File: config.mk
export PLATFORM = sky130hd
export DESIGN_NAME = if_fetch_queue
export DESIGN_NICKNAME = d
export VERILOG_FILES = /design/src/rtl/if_fetch_queue.sv
export SDC_FILE = /design/constraint.sdc
export NUM_CORES = 1
export LEC_CHECK = 0
export CORE_ASPECT_RATIO = 1.1
export CORE_MARGIN = 1
export CORE_UTILIZATION = 56
export CTS_CLUSTER_DIAMETER = 30
export DETAILED_ROUTE_END_ITERATION = 12
export PLACE_DENSITY_LB_ADDON = 0.1
export SLEW_MARGIN = 25
export SYNTH_ARGS = -nofsm -noshare
export SYNTH_HDL_FRONTEND = slang
export SYNTH_SLANG_ARGS = --single-unit
File: constraint.sdc
create_clock -name clk -period 5.78 [get_ports clk]
set_clock_uncertainty 0.2 [all_clocks]
set_input_delay 1.445 -clock clk [delete_from_list [all_inputs] [get_ports clk]]
set_output_delay 1.445 -clock clk [all_outputs]
set_load 0.005 [all_outputs]
File: src/rtl/if_fetch_queue.sv
// if_fetch_queue: instruction fetch stage with a DEPTH-entry fetch queue.
// Issues sequential word-aligned PC requests to an in-order, variable-latency
// instruction memory, buffers the returned words with their PCs, and hands
// them to decode over valid/ready. A redirect flushes the queue; responses
// still in flight for flushed requests are counted and silently discarded.
//
// Ports:
//   clk, reset                 clock (rising edge), async active-high reset
//   imem_req_valid/ready/addr  fetch request channel
//   imem_rsp_valid/data        in-order response channel, no backpressure
//   redirect_valid/pc          branch/flush redirect (pc bits [1:0] ignored)
//   out_valid/ready/pc/instr   decode handshake, head of queue
//   perf_fetch_cnt             decode handshakes      (IF_FETCH_PERF_EN only)
//   perf_drop_cnt              discarded responses    (IF_FETCH_PERF_EN only)
//
// Build option: define IF_FETCH_PERF_EN to add the two performance counters.
module if_fetch_queue #(
  parameter int unsigned     XLEN     = 32,
  parameter int unsigned     DEPTH    = 4,
  parameter logic [XLEN-1:0] RESET_PC = '0
) (
  input  logic            clk,
  input  logic            reset,
  output logic            imem_req_valid,
  input  logic            imem_req_ready,
  output logic [XLEN-1:0] imem_req_addr,
  input  logic            imem_rsp_valid,
  input  logic [31:0]     imem_rsp_data,
  input  logic            redirect_valid,
  input  logic [XLEN-1:0] redirect_pc,
  output logic            out_valid,
  input  logic            out_ready,
  output logic [XLEN-1:0] out_pc,
  output logic [31:0]     out_instr
`ifdef IF_FETCH_PERF_EN
  ,
  output logic [31:0]     perf_fetch_cnt,
  output logic [31:0]     perf_drop_cnt
`endif
);

  localparam int unsigned PTR_W = (DEPTH > 1) ? $clog2(DEPTH) : 1;
  localparam int unsigned CNT_W = $clog2(DEPTH + 1);

  // Queue storage; entries between head and fill are filled, fill to tail are in flight
  logic [XLEN-1:0]  pc_mem    [DEPTH];
  logic [31:0]      instr_mem [DEPTH];

  logic [PTR_W-1:0] head_ptr, tail_ptr, fill_ptr;
  logic [CNT_W-1:0] alloc_cnt;   // allocated entries (in flight + buffered)
  logic [CNT_W-1:0] unfill_cnt;  // allocated entries still awaiting a response
  logic [CNT_W-1:0] drop_cnt;    // stale responses still to be discarded
  logic [XLEN-1:0]  fetch_pc;
  logic [XLEN-1:0]  hold_pc;
  logic [31:0]      hold_instr;

  logic             head_filled;
  logic             do_alloc, do_fill, do_pop, rsp_drop;
  logic [CNT_W-1:0] redir_drop;
  logic             unused_pc_bits;

  assign unused_pc_bits = ^redirect_pc[1:0];

  // Handshake decode; reset gates the request so it is low while reset is held
  always_comb begin
    head_filled    = (alloc_cnt != unfill_cnt);
    imem_req_valid = !reset && (alloc_cnt < CNT_W'(DEPTH)) && !redirect_valid;
    imem_req_addr  = fetch_pc;
    out_valid      = head_filled && !redirect_valid;
    out_pc         = head_filled ? pc_mem[head_ptr]    : hold_pc;
    out_instr      = head_filled ? instr_mem[head_ptr] : hold_instr;
    do_alloc       = imem_req_valid && imem_req_ready;
    do_pop         = out_valid && out_ready;
    rsp_drop       = imem_rsp_valid && (drop_cnt != '0);
    do_fill        = imem_rsp_valid && (drop_cnt == '0) && !redirect_valid;
    // Every outstanding response becomes stale; one arriving now is consumed now
    redir_drop     = drop_cnt + unfill_cnt - CNT_W'(imem_rsp_valid);
  end

  // Payload writes; contents are only observed once the matching count says so
  always_ff @(posedge clk) begin
    if (do_alloc) pc_mem[tail_ptr]    <= fetch_pc;
    if (do_fill)  instr_mem[fill_ptr] <= imem_rsp_data;
  end

  // Queue control and fetch PC
  always_ff @(posedge clk or posedge reset) begin
    if (reset) begin
      fetch_pc   <= RESET_PC;
      head_ptr   <= '0;
      tail_ptr   <= '0;
      fill_ptr   <= '0;
      alloc_cnt  <= '0;
      unfill_cnt <= '0;
      drop_cnt   <= '0;
    end else if (redirect_valid) begin
      fetch_pc   <= {redirect_pc[XLEN-1:2], 2'b00};
      head_ptr   <= '0;
      tail_ptr   <= '0;
      fill_ptr   <= '0;
      alloc_cnt  <= '0;
      unfill_cnt <= '0;
      drop_cnt   <= redir_drop;
    end else begin
      if (do_alloc) begin
        tail_ptr <= tail_ptr + PTR_W'(1);
        fetch_pc <= fetch_pc + XLEN'(4);
      end
      if (do_fill) fill_ptr <= fill_ptr + PTR_W'(1);
      if (do_pop)  head_ptr <= head_ptr + PTR_W'(1);
      if (rsp_drop) drop_cnt <= drop_cnt - CNT_W'(1);
      alloc_cnt  <= alloc_cnt + CNT_W'(do_alloc) - CNT_W'(do_pop);
      unfill_cnt <= unfill_cnt + CNT_W'(do_alloc) - CNT_W'(do_fill);
    end
  end

  // Last presented head, so the output holds while the queue is empty
  always_ff @(posedge clk or posedge reset) begin
    if (reset) begin
      hold_pc    <= '0;
      hold_instr <= '0;
    end else if (head_filled) begin
      hold_pc    <= pc_mem[head_ptr];
      hold_instr <= instr_mem[head_ptr];
    end
  end

`ifdef IF_FETCH_PERF_EN
  // Free-running event counters; a response arriving during a redirect is discarded
  always_ff @(posedge clk or posedge reset) begin
    if (reset) begin
      perf_fetch_cnt <= '0;
      perf_drop_cnt  <= '0;
    end else begin
      if (do_pop) perf_fetch_cnt <= perf_fetch_cnt + 32'd1;
      if (imem_rsp_valid && (drop_cnt != '0 || redirect_valid))
        perf_drop_cnt <= perf_drop_cnt + 32'd1;
    end
  end
`endif

endmodule
# ---- After elaboration in Yosys (flattened, before gate mapping)
# Memories as Yosys holds them, arrays and structs flattened.
# Index checks and enable logic that the tools add are counted.
dict set report totals {
  ff_bits 111
  latchBits 0
  mem_bits_rw 256
  romBits 0
  input_bits 70
  output_inout_bits 98
  wordCells 58
  memories 2
}
# name words word_bits read_ports rd_clocked_by_memory_dff write_ports line
set mem_list {}
lappend mem_list {instr_mem 4 32 1 0 1 47} ;# logic [31:0] instr_mem [DEPTH];
lappend mem_list {pc_mem 4 32 1 0 1 46} ;# logic [XLEN-1:0] pc_mem [DEPTH];
dict set report op_classes {
  add_sub_neg 11
  mul 0
  n_div 0
  order_cmp 1
  eq_ne 1
  n_shift 0
  mux 18
  bitwise 0
  reduce_logical 16
}
# op n
set ops {}
lappend ops {{two-way mux 32 bit} 4}
lappend ops {{adder 32 x 3 -> 32 bit, second input constant} 1}
lappend ops {{two-way mux 2 bit} 6}
lappend ops {{two-way mux 3 bit} 4}
lappend ops {{subtractor 3 x 1 -> 3 bit} 3}
lappend ops {{logical AND 1 bit} 8}
lappend ops {{nonzero test 2 bit} 4}
lappend ops {{adder 2 x 1 -> 2 bit, second input constant} 3}
lappend ops {{adder 3 x 1 -> 3 bit} 2}
lappend ops {{two-way mux 1 bit} 4}
lappend ops {{adder 3 bit} 1}
lappend ops {{logical NOT 3 bit} 1}
lappend ops {{< comparator 3 bit, second input constant} 1}
lappend ops {{inequality test 3 bit} 1}
lappend ops {{nonzero test 3 bit} 1}
lappend ops {{subtractor 3 x 1 -> 3 bit, second input constant} 1}
lappend ops {{logical NOT 1 bit} 2}

# ---- Depth between registers and ports, before layout
# Gate-level depths: netlist of the first run.
dict set report logic_depth {
  ltp_word 7
  mapped_depth 12
  depth_no_buf 11
}

# ---- Worst setup path before layout of the first run
# OpenSTA, ideal clock, no wires.
dict set report synth_timing {
  path_type {input to output}
  from {input redirect_valid}
  to {output imem_req_valid}
  arrival_time_ns 2.363
  t_required_ns 4.135
  path_slack_ns 1.772
  path_stages 4
  n_path_buf 3
  path_cell_list {clkbuf_1 buf_1 buf_1 nor3_1}
}
dict set report synth_between {
  elab_chain_len 2
}
# element line
set synth_lines {}
lappend synth_lines {{start, declared} 29} ;# input logic redirect_valid,
lappend synth_lines {{logical NOT 1 bit} 67} ;# imem_req_valid = !reset && (alloc_cnt < CNT_W'(DEPTH)) && !redirect_valid;
lappend synth_lines {{logical AND 1 bit} 67}
lappend synth_lines {{end, declared} 24} ;# output logic imem_req_valid,
# No other way between the ends.

# ---- Worst setup path in the final report of the first run
dict set report layout_timing {
  from {register head_ptr[0]}
  to {output out_instr[27]}
}
dict set report layout_between {
  elab_chain_len 2
}
# element line
set layout_lines {}
lappend layout_lines {{start, declared} 49} ;# logic [PTR_W-1:0] head_ptr, tail_ptr, fill_ptr;
lappend layout_lines {{start signal, assigned} 110} ;# if (do_pop) head_ptr <= head_ptr + PTR_W'(1);
lappend layout_lines {{memory (4 x 32 bit)} n/a}
lappend layout_lines {{two-way mux 32 bit} 71} ;# out_instr = head_filled ? instr_mem[head_ptr] : hold_instr;
lappend layout_lines {{end, declared} 34} ;# output logic [31:0] out_instr
# No other way between the ends.

==> results.sh, run 1 <==
export IMPL_synth_edf_count=248
export IMPL_async_reset_ff_share_pct=30.5
export IMPL_finalWorstSetupSlack_ns=0.942
export IMPL_hold_path_cell_count=1
export IMPL_final_util_pct=73.3
export IMPL_critPathMaxStageDelay_ns=0.89
export IMPL_ctsHoldBuffers=0
export IMPL_path_class="reg2out"
export IMPL_wl_met2_um=15200
export IMPL_pin_count=168
export IMPL_crit_family="flip-flops"
export IMPL_postRouteAntennaNets=0
export IMPL_insertion_delay_ns=0.56
export IMPL_reg2reg_depth=5
export IMPL_pre_cts_ws_ns=1.37
export IMPL_start_kind="flip-flop"
export IMPL_port_buffers=163
export IMPL_gp_congestion=0.751
export IMPL_setup_tns_ns=0
export IMPL_dpl_instance_area_um2=16100
export IMPL_period_needed_ns=4.84
export IMPL_cp_data_required_time_ns=4.14
export IMPL_crit_path_top_delay_cell="dfrtp_4"
export IMPL_synth_seq_cells=357
export IMPL_die_h_um=169
export IMPL_fp_dieW_um=153
export IMPL_final_hold_viol_count=0
export IMPL_maxCapViolCount=0
export IMPL_total_power_mw=9.61
export IMPL_antenna_cells=0
export IMPL_routedWlPerCell_um=22.0
export IMPL_max_freq_mhz=207
export IMPL_numClockSinks=357
export IMPL_power_leakage_nw=6.40
export IMPL_fillers=1512
export IMPL_drc=0
export IMPL_cts_clk_slew_worst_paths_ns=0.05
export IMPL_first_pass_iters=5
export IMPL_post_cts_buffers=0
export IMPL_path_cells="buf_12 > mux4_2 > mux2_1 > clkdlybuf4s50_1"
export IMPL_cts_made_buffers=58
export IMPL_grt_start_max_net_pins=65
export IMPL_synth_top_area_cell="edfxtp_1"
export IMPL_drive_gt1_share_pct=19.5
export IMPL_tightest_slew_ns=1.00
export IMPL_crit_buf_inv=2
export IMPL_drt_met1_wl_um=12000
export IMPL_fp_row_count=60
export IMPL_netlist_area_leader_share_pct=52.7
export IMPL_fin_crit_sh_pct=83.7
export IMPL_ctsHtreeMaxLevel=2
export IMPL_post_dp_hpwl_um=17500
export IMPL_met3_length_um=1420
export IMPL_place_inst=1229
export IMPL_hold_class="reg2reg"
export IMPL_nets=1070
export IMPL_routed_wl_um=29400
export IMPL_synth_ff_type="edfxtp_1"
export IMPL_grt_pass1_wl_um=46100
export IMPL_path_max_fanout=33
export IMPL_synth_area_per_cell_um2=18.0
export IMPL_synth_most_common_cell="edfxtp_1"
export IMPL_final_area_um2=18100
export IMPL_p_per_area_nw_per_um2=532
export IMPL_yosys_top_cells_count="248 x edfxtp_1, 109 x dfrtp_1, 62 x mux4_2"
export IMPL_initial_utilization_pct=57.4
export IMPL_max_slew_margin_rel_pct=33.3
export IMPL_endpoint_kind="output pin"
export IMPL_drv_slew=0
export IMPL_finalSetupViolCount=0
export IMPL_core_area_um2=24600
export IMPL_top_layer_used="met4"
export IMPL_clock_path_buffers=3
export IMPL_area_growth_pct=27.8
export IMPL_cp_arrival_ns=3.19
export IMPL_yosysSeqAreaShare_pct=72.0
export IMPL_drt_iter0_markers=466
export IMPL_antenna_found_initial=0
export IMPL_ys_warn_count=0
export IMPL_netlist_area_um2=14100
export IMPL_whs_ns=0.281
export IMPL_track_usage_pct=23.5
export IMPL_die_area_um2=25900
export IMPL_worst_path_stages=4
export IMPL_post_drt_via_cell_ratio=5.85
export IMPL_root_buffer="clkbuf_16"
export IMPL_grt_pass1_vias=8408
export IMPL_finalNonFillerCells=1336
export IMPL_rsz0062_at_grt="false"
export IMPL_ys_top_cells_by_area="edfxtp_1 53%, dfrtp_1 19%, mux4_2 9.9%"
export IMPL_grt_remaining_overflow=0
export IMPL_ir_drop_v=0.000298
export IMPL_synth_cell_type_count=47
export IMPL_synthCells=784
export IMPL_cts_tree="built"
export IMPL_vias=7816
export IMPL_outcome="finished, final reports clean"
export IMPL_post_cts_resized=0
[cells by family after synthesis]
kind of cell	synth area share (%)
AOI/OAI and AO/OA	2.25
xor gates and xnor gates	1.55
adders and majority gates	2.02
buffers and inverters	1.84
DFF	72.0
muxes	15.2
other	0.0265
and+or+nand+nor	5.13
[worst register-to-register path: stages, from the launching register on]
cell and delay (ns):
dfrtp_1 0.53, ha_1 0.41, inv_1 0.09, or4_1 0.85, or4_1 0.63, a31oi_1 0.19
[cells in the final DEF, fill, tap and decap left out, drive strengths merged, types with 4 or more instances in the layout]
master,count
a31oi,12
and2,6
and3,5
buf,12
bufinv,6
clkbuf,72
clkdlybuf4s50,162
clkinv,14
clkinvlp,7
dfrtp,109
edfxtp,248
ha,18
inv,32
mux2,64
mux4,62
nand2,28
nand3,11
nand4,11
nor2,30
nor2b,4
nor3,6
nor4,4
o21ai,18
o31ai,10
or3,5
or4,14
xnor2,13
xor2,12
[worst paths after layout]
check                                          to  slack [ns]        startpoint
worst max-delay path                out_instr[27]        0.94       head_ptr[0]
worst min-delay path                  drop_cnt[2]        0.28       drop_cnt[2]
worst max register to register  imem_req_addr[28]        2.78  imem_req_addr[2]
worst min register to register        drop_cnt[2]        0.28       drop_cnt[2]
max in group asynchronous             hold_pc[29]        3.04             reset
min in group asynchronous        imem_req_addr[5]        1.33             reset
[where the power goes]
part / internal [mW] / switching [mW]
Clock: 2.20 / 1.18
Sequential: 3.10 / 0.248
Combinational: 1.72 / 1.16
Total: 7.02 / 2.59
[layer usage]
metal | vias up | GRT usage (%)
li1 | 3467 | -
met1 | 4030 | 29.8
met2 | 260 | 41.4
met3 | 59 | 3.71
met4 | 0 | 8.61
met5 | - | 0
[layout make-up]
type	count	area [um2]	share of cell area, %
Multi-Input combinational cell	364	3710	20.6
Inverter	24	92.6	0.513
Tap cell	310	388	2.15
Timing Repair Buffer	174	1730	9.60
Sequential cell	357	10200	56.4
Clock buffer	72	1570	8.67
Clock inverter	35	385	2.13
[flip-flops by register name, summed over array words and instances, names as in the netlist]
register and count:
alloc_cnt 3, drop_cnt 3, fill_ptr 2, head_ptr 2, hold_instr 32, hold_pc 32
imem_req_addr 30, instr_mem 128, pc_mem 120, tail_ptr 2, unfill_cnt 3
No activity file was read; power rests on OpenSTA's default activity.
==> inputs of run 2 (changes only) <==
--- a/config.mk
+++ b/config.mk
@@ -7,7 +7,7 @@
 export LEC_CHECK = 0
 export CORE_ASPECT_RATIO = 1.1
 export CORE_MARGIN = 1
-export CORE_UTILIZATION = 56
+export CORE_UTILIZATION = 50
 export CTS_CLUSTER_DIAMETER = 30
 export DETAILED_ROUTE_END_ITERATION = 12
 export PLACE_DENSITY_LB_ADDON = 0.1
==> constraint.sdc (replaced) <==
create_clock -name clk -period 3.9 [get_ports clk]
set_clock_uncertainty 0.2 [all_clocks]
set_input_delay 0.975 -clock clk [delete_from_list [all_inputs] [get_ports clk]]
set_output_delay 0.975 -clock clk [all_outputs]
set_load 0.005 [all_outputs]
==> run 2 against run 1 <==
Against the previous run: register-to-register slack got worse by 1.6 ns; highest routed layer unchanged; final cell count increased by 6.6%; routed wire length increased by 2.3%; design area increased by 3.1%; sequential power increased by 45%; combinational power increased by 63%; setup slack got worse by 0.90 ns; total power increased by 53%; global-route usage decreased by 2.5 points; largest power group unchanged; count of clock-buffer cells in the layout decreased by 5; sequential cell count unchanged.
==> results.sh, run 2 (same netlist as run 1, synthesis figures left out) <==
export IMPL_start_kind="flip-flop"
export IMPL_outcome="finished, final reports clean"
export IMPL_rsz0062_at_grt="true"
export IMPL_vias=7918
export IMPL_top_register="instr_mem"
export IMPL_grt_pass1_wl_um=45700
export IMPL_endpoint="out_pc[30]"
export IMPL_finalSetupViolCount=0
export IMPL_fp_dieW_um=162
export IMPL_fin_crit_sh_pct=98.9
export IMPL_cts_clk_slew_worst_paths_ns=0.05
export IMPL_cts_tree="built"
export IMPL_cts_made_buffers=60
export IMPL_fp_row_count=64
export IMPL_max_freq_mhz=259
export IMPL_setup_tns_ns=0
export IMPL_postRouteAntennaNets=0
export IMPL_ctsHtreeMaxLevel=2
export IMPL_pwr_share_comb_pct=31.9
export IMPL_regToRegStartpoint="unfill_cnt[2]"
export IMPL_path_cells="xor2_1 > or3_4 > clkbuf_16 > mux2_2 > clkdlybuf4s50_1"
export IMPL_numClockSinks=357
export IMPL_antenna_found_initial=1
export IMPL_fillers=1845
export IMPL_grt_start_max_net_pins=106
export IMPL_max_slew_margin_rel_pct=46.6
export IMPL_cp_data_required_time_ns=2.72
export IMPL_post_dp_hpwl_um=18400
export IMPL_routedWlPerCell_um=21.1
export IMPL_pwr_share_seq_pct=32.9
export IMPL_layout_common_cells="248 x edfxtp_1, 138 x clkdlybuf4s50_1, 104 x dfrtp_1, 63 x clkbuf_16, 62 x mux4_2"
export IMPL_clock_path_buffers=3
export IMPL_final_hold_viol_count=0
export IMPL_pin_count=168
export IMPL_drv_slew=0
export IMPL_switchingPower_mw=3.98
export IMPL_insertion_delay_ns=0.56
export IMPL_initial_utilization_pct=50.9
export IMPL_ir_drop_v=0.000473
export IMPL_area_growth_pct=31.8
export IMPL_maxCapViolCount=0
export IMPL_die_area_um2=28900
export IMPL_worstReg2RegEnd="alloc_cnt[2]"
export IMPL_port_buffers=163
export IMPL_drc=0
export IMPL_grt_pass1_vias=8263
export IMPL_core_area_um2=27800
export IMPL_period_needed_ns=3.86
export IMPL_crit_path_top_delay_cell="clkdlybuf4s50_1"
export IMPL_pwr_share_clk_pct=35.2
export IMPL_cp_arrival_ns=2.68
export IMPL_worst_path_stages=5
export IMPL_largest_reg_flops=128
export IMPL_tightest_slew_ns=0.790
export IMPL_endpoint_kind="output pin"
export IMPL_drt_iter0_markers=394
export IMPL_finalNonFillerCells=1424
export IMPL_routed_wl_um=30100
export IMPL_final_util_pct=67.0
export IMPL_drive_gt1_share_pct=23.1
export IMPL_hold_class="reg2reg"
export IMPL_whs_ns=0.274
export IMPL_power_leakage_nw=6.85
export IMPL_root_buffer="clkbuf_16"
export IMPL_reg2reg_depth=11
export IMPL_grt_remaining_overflow=0
export IMPL_reg2reg_slack_ns=1.16
export IMPL_first_pass_iters=5
export IMPL_place_inst=1299
export IMPL_critPathLaunch="unfill_cnt[2]"
export IMPL_nets=1099
export IMPL_path_max_fanout=18
export IMPL_crit_buf_inv=2
export IMPL_path_class="reg2out"
export IMPL_internal_power_mw=10.8
export IMPL_gp_congestion=0.777
export IMPL_critPathMaxStageDelay_ns=0.51
export IMPL_die_h_um=178
export IMPL_crit_family="buffers and inverters"
export IMPL_final_common_cell="edfxtp_1"
export IMPL_post_drt_via_cell_ratio=5.56
export IMPL_p_per_area_nw_per_um2=792
export IMPL_ctsHoldBuffers=0
export IMPL_track_usage_pct=21.1
export IMPL_netSwitchingFraction_pct=27.0
export IMPL_largestRegisters="instr_mem: 128 flops, pc_mem: 120 flops"
-- run 2: cell count changes in the layout (fill, tap and decap cells not counted), sizes merged --
cell | before | now
clkdlybuf4s50 | 162 | 138
diode | 0 | 1
clkinv | 14 | 28
buf | 12 | 38
dlygate4sd2 | 0 | 1
clkinvlp | 7 | 5
dlymetal6s2s | 0 | 22
clkdlybuf4s15 | 0 | 1
inv | 32 | 31
clkbuf | 72 | 68
bufinv | 6 | 7
-- run 2: worst min path at each step --
| stage | endpoint | from | slack [ns] | cells after the start |
|---|---|---|---|---|
| after floorplan | drop_cnt[2] | drop_cnt[2] | 0.25 | 1 |
| after global placement | hold_instr[16] | hold_instr[16] | 0.26 | 1 |
| after detailed placement | hold_instr[28] | hold_instr[28] | 0.27 | 1 |
| after CTS | hold_instr[28] | hold_instr[28] | 0.28 | 1 |
| after global routing | hold_instr[6] | hold_instr[6] | 0.29 | 1 |
| final | hold_instr[6] | hold_instr[6] | 0.27 | 1 |
-- run 2: power by group through the flow --
stage / clock (mW) / sequential [mW] / combinational (mW)
final: 5.19 / 4.85 / 4.70
after global routing: 5.46 / 4.91 / 5.07
after CTS: 5.27 / 4.85 / 4.58
after detailed placement: 0 / 4.95 / 4.48
after global placement: 0 / 4.92 / 4.40
after floorplan: 0 / 4.80 / 2.29
-- run 2: worst reg2reg max path: stages (launching register included) --
cell,delay [ns]
dfrtp_2,0.44
xor2_1,0.17
o31ai_1,0.43
nor2_1,0.09
ha_1,0.31
inv_1,0.06
ha_1,0.13
inv_1,0.05
fa_1,0.36
xor2_1,0.19
xnor2_1,0.14
nor2_1,0.05
-- run 2: through the flow --
stage / cell area [um2] / setup WS [ns] / power, mW
3_3_place_gp: 16400 / 0.268 / 9.32
2_1_floorplan: 14100 / 0.479 / 7.09
3_5_place_dp: 16400 / 0.244 / 9.43
5_1_grt: 18600 / -0.0395 / 15.4
4_1_cts: 18400 / -0.00419 / 14.7
6_report: 18600 / 0.0438 / 14.7
-- run 2: timing repair --
item	CTS	global route
setup buffers	3	6
gates cloned	0	1
pin swaps	1	0
resized for setup	7	40
setup endpoints to repair	57	31
-- run 2: cell type report --
cell class | count | area (um2) | share of cell area (%)
clock buffers | 67 | 1570 | 8.43
flip-flops and latches | 357 | 10200 | 54.7
inverters | 24 | 93.8 | 0.504
multi-input cells | 364 | 3720 | 20.0
well taps | 363 | 454 | 2.44
clock inverters | 47 | 482 | 2.59
diodes | 1 | 2.50 | 0.0134
repair buffers | 201 | 2110 | 11.3
-- run 2: routing by layer --
metal,vias up,part of all wire [%],track usage [%]
li1,3516,-,-
met2,258,51,36.5
met1,4081,41,26.7
met4,0,2.4,7.23
met5,-,0,0
met3,63,5.3,3.79
==> inputs of run 3 (changes only) <==
--- a/config.mk
+++ b/config.mk
@@ -5,9 +5,10 @@
 export SDC_FILE = /design/constraint.sdc
 export NUM_CORES = 1
 export LEC_CHECK = 0
+export ABC_AREA = 1
 export CORE_ASPECT_RATIO = 1.1
 export CORE_MARGIN = 1
-export CORE_UTILIZATION = 50
+export CORE_UTILIZATION = 51
 export CTS_CLUSTER_DIAMETER = 30
 export DETAILED_ROUTE_END_ITERATION = 12
 export PLACE_DENSITY_LB_ADDON = 0.1
==> run 3 against run 2 <==
Against the previous run: hold slack improved by 0.011 ns; setup slack gained 0.039 ns; largest cell class unchanged; combinational power is 16% higher; area after synthesis is 4.0% higher; sequential power is 2% higher; sequential share of layout area decreased by 2.8 points; total power rose by 13%; highest routed layer is now met5; routed wire length increased by 15%; design area increased by 5.4%.
==> results.sh, run 3 <==
export IMPL_drv_slew=0
export IMPL_antenna_found_initial=1
export IMPL_drt_iter0_markers=697
export IMPL_cts_made_buffers=73
export IMPL_drive_gt1_share_pct=11.8
export IMPL_pin_count=168
export IMPL_async_reset_ff_share_pct=30.5
export IMPL_routedWlPerCell_um=17.7
export IMPL_nets=1625
export IMPL_gp_congestion=0.917
export IMPL_layout_common_cells="371 x nor2_1, 248 x edfxtp_1, 160 x clkdlybuf4s50_1, 138 x nand2_1, 136 x o21ai_0"
export IMPL_finalSetupViolCount=0
export IMPL_numClockSinks=357
export IMPL_ys_warn_count=0
export IMPL_routed_wl_um=34700
export IMPL_final_common_cell="nor2_1"
export IMPL_regToRegStartpoint="unfill_cnt[1]"
export IMPL_period_needed_ns=3.82
export IMPL_power_leakage_nw=7.44
export IMPL_start_kind="flip-flop"
export IMPL_track_usage_pct=24.1
export IMPL_post_drt_via_cell_ratio=5.29
export IMPL_path_cells="xnor2_2 > nand3_4 > bufbuf_16 > a31oi_2 > clkdlybuf4s50_1"
export IMPL_synth_ff_type="edfxtp_1"
export IMPL_fillers=1989
export IMPL_pre_cts_ws_ns=0.358
export IMPL_fp_dieW_um=164
export IMPL_fin_crit_sh_pct=97.9
export IMPL_netlist_area_leader_share_pct=50.7
export IMPL_hold_class="reg2reg"
export IMPL_initial_utilization_pct=52.4
export IMPL_cts_clk_slew_worst_paths_ns=0.05
export IMPL_endpoint_kind="output pin"
export IMPL_synth_seq_cells=357
export IMPL_netlist_area_um2=14700
export IMPL_clock_path_buffers=3
export IMPL_grt_pass1_vias=10500
export IMPL_min_from="hold_pc[0]"
export IMPL_ctsHtreeMaxLevel=3
export IMPL_post_dp_hpwl_um=19600
export IMPL_final_hold_viol_count=0
export IMPL_grt_remaining_overflow=0
export IMPL_die_area_um2=29500
export IMPL_drc=0
export IMPL_cts_tree="built"
export IMPL_multi_input_area_um2=4120
export IMPL_grt_pass1_wl_um=54800
export IMPL_core_area_um2=28000
export IMPL_fp_row_count=64
export IMPL_seq_area_um2=10200
export IMPL_largestRegisters="instr_mem: 128 flops, pc_mem: 120 flops"
export IMPL_p_per_area_nw_per_um2=849
export IMPL_crit_path_top_delay_cell="clkdlybuf4s50_1"
export IMPL_ir_drop_v=0.000552
export IMPL_top_register="instr_mem"
export IMPL_path_class="reg2out"
export IMPL_maxCapViolCount=0
export IMPL_max_freq_mhz=262
export IMPL_grt_start_max_net_pins=70
export IMPL_rsz0062_at_grt="true"
export IMPL_ys_top_cells_by_area="edfxtp_1 51%, dfrtp_1 19%, nor2_1 9.7%"
export IMPL_port_buffers=163
export IMPL_root_buffer="clkbuf_16"
export IMPL_critPathLaunch="unfill_cnt[1]"
export IMPL_finalWorstSetupSlack_ns=0.0830
export IMPL_largest_reg_flops=128
export IMPL_insertion_delay_ns=0.55
export IMPL_synth_top_area_cell="edfxtp_1"
export IMPL_critPathMaxStageDelay_ns=0.57
export IMPL_vias=10400
export IMPL_synth_most_common_cell="nor2_1"
export IMPL_synth_edf_count=248
export IMPL_ctsHoldBuffers=0
export IMPL_yosys_top_cells_count="379 x nor2_1, 248 x edfxtp_1, 138 x nand2_1"
export IMPL_postRouteAntennaNets=0
export IMPL_area_growth_pct=33.6
export IMPL_cp_arrival_ns=2.64
export IMPL_synthCells=1324
export IMPL_die_h_um=180
export IMPL_outcome="finished, final reports clean"
export IMPL_synth_area_per_cell_um2=11.1
export IMPL_yosysSeqAreaShare_pct=69.2
export IMPL_whs_ns=0.285
export IMPL_path_max_fanout=18
export IMPL_cp_data_required_time_ns=2.72
export IMPL_synth_cell_type_count=33
export IMPL_first_pass_iters=5
run 3: cell count changes in the layout (fill, tap and decap cells not counted), sizes merged, moves of 25 or more:
cell,delta
nor2,+350
nand2,+112
a31oi,+51
mux4,-62
inv,+28
mux2,-64
nand3,+36
clkbuf,+25
o21ai,+118
run 3: layer usage:
metal	track usage (%)	vias to the layer above	share of wire (%)
li1	-	4990	-
met1	31.3	4978	42
met2	40.5	323	50
met3	4.67	72	5.6
met4	7.89	2	2.2
met5	0	-	0.037
run 3: cell families (layout without fill, tap and decap cells):
logic type	after synthesis	count (layout)	share of synthesized area, %
other	1	3	0.0255
and+or+nand+nor	575	575	15.4
xor gates and xnor gates	18	18	1.07
buffers and inverters	123	393	3.71
AOI/OAI and AO/OA	229	229	8.58
DFF	357	357	69.2
adders and majority gates	21	21	1.94
run 3: timing repair:
action,4_1_cts,5_1_grt
pin swaps,1,0
setup endpoints to repair,26,31
cloned,1,1
resized for setup,9,15
buffers inserted,2,1
run 3: worst max-delay path, delay by kind of cell, from the launching register on:
| family | cells | cell delay (ns) |
|---|---|---|
| AOI/OAI and AO/OA | 1 | 0.26 |
| xor gates and xnor gates | 1 | 0.25 |
| buffers and inverters | 2 | 0.93 |
| DFF | 1 | 0.46 |
| and+or+nand+nor | 1 | 0.18 |
run 3: power by group:
part           internal [mW]  leakage, nW  switching (mW)
Clock                   4.27         1.22            1.97
Combinational           2.68         2.71            2.78
Sequential              4.65         3.51           0.305
Total                   11.6         7.44            5.06
run 3: worst paths after layout:
check                              endpoint  slack, ns  depth (start not counted)
setup reg to reg               alloc_cnt[2]       1.15                         11
min in group asynchronous  imem_req_addr[3]       0.63                          2
hold reg to reg                  hold_pc[0]       0.29                          2
max in group asynchronous     hold_instr[5]       2.21                          3
setup / recovery                 out_pc[15]       0.08                          5
hold / removal                   hold_pc[0]       0.29                          2
run 3: area by class of cell:
type	instances	area share, %
flip-flops and latches	357	51.9
multi-input cells	845	21.0
repair buffers	200	10.8
clock buffers	92	10.1
clock inverters	44	2.80
well taps	363	2.31
inverters	57	1.15
diodes	1	0.0128
run 3: per-stage QoR:
step | TNS (ns) | instance area, um2 | power (mW) | utilization [%] | instances
2_1_floorplan | 0 | 14700 | 7.46 | - | 1325
3_3_place_gp | 0 | 16900 | 10.0 | 60.3 | 1817
3_5_place_dp | 0 | 16900 | 10.1 | 60.3 | 1817
4_1_cts | 0 | 19500 | 16.7 | 69.7 | 1956
5_1_grt | -0.180 | 19600 | 17.5 | 70.0 | 1958
6_report | 0 | 19600 | 16.7 | 70.0 | 1959
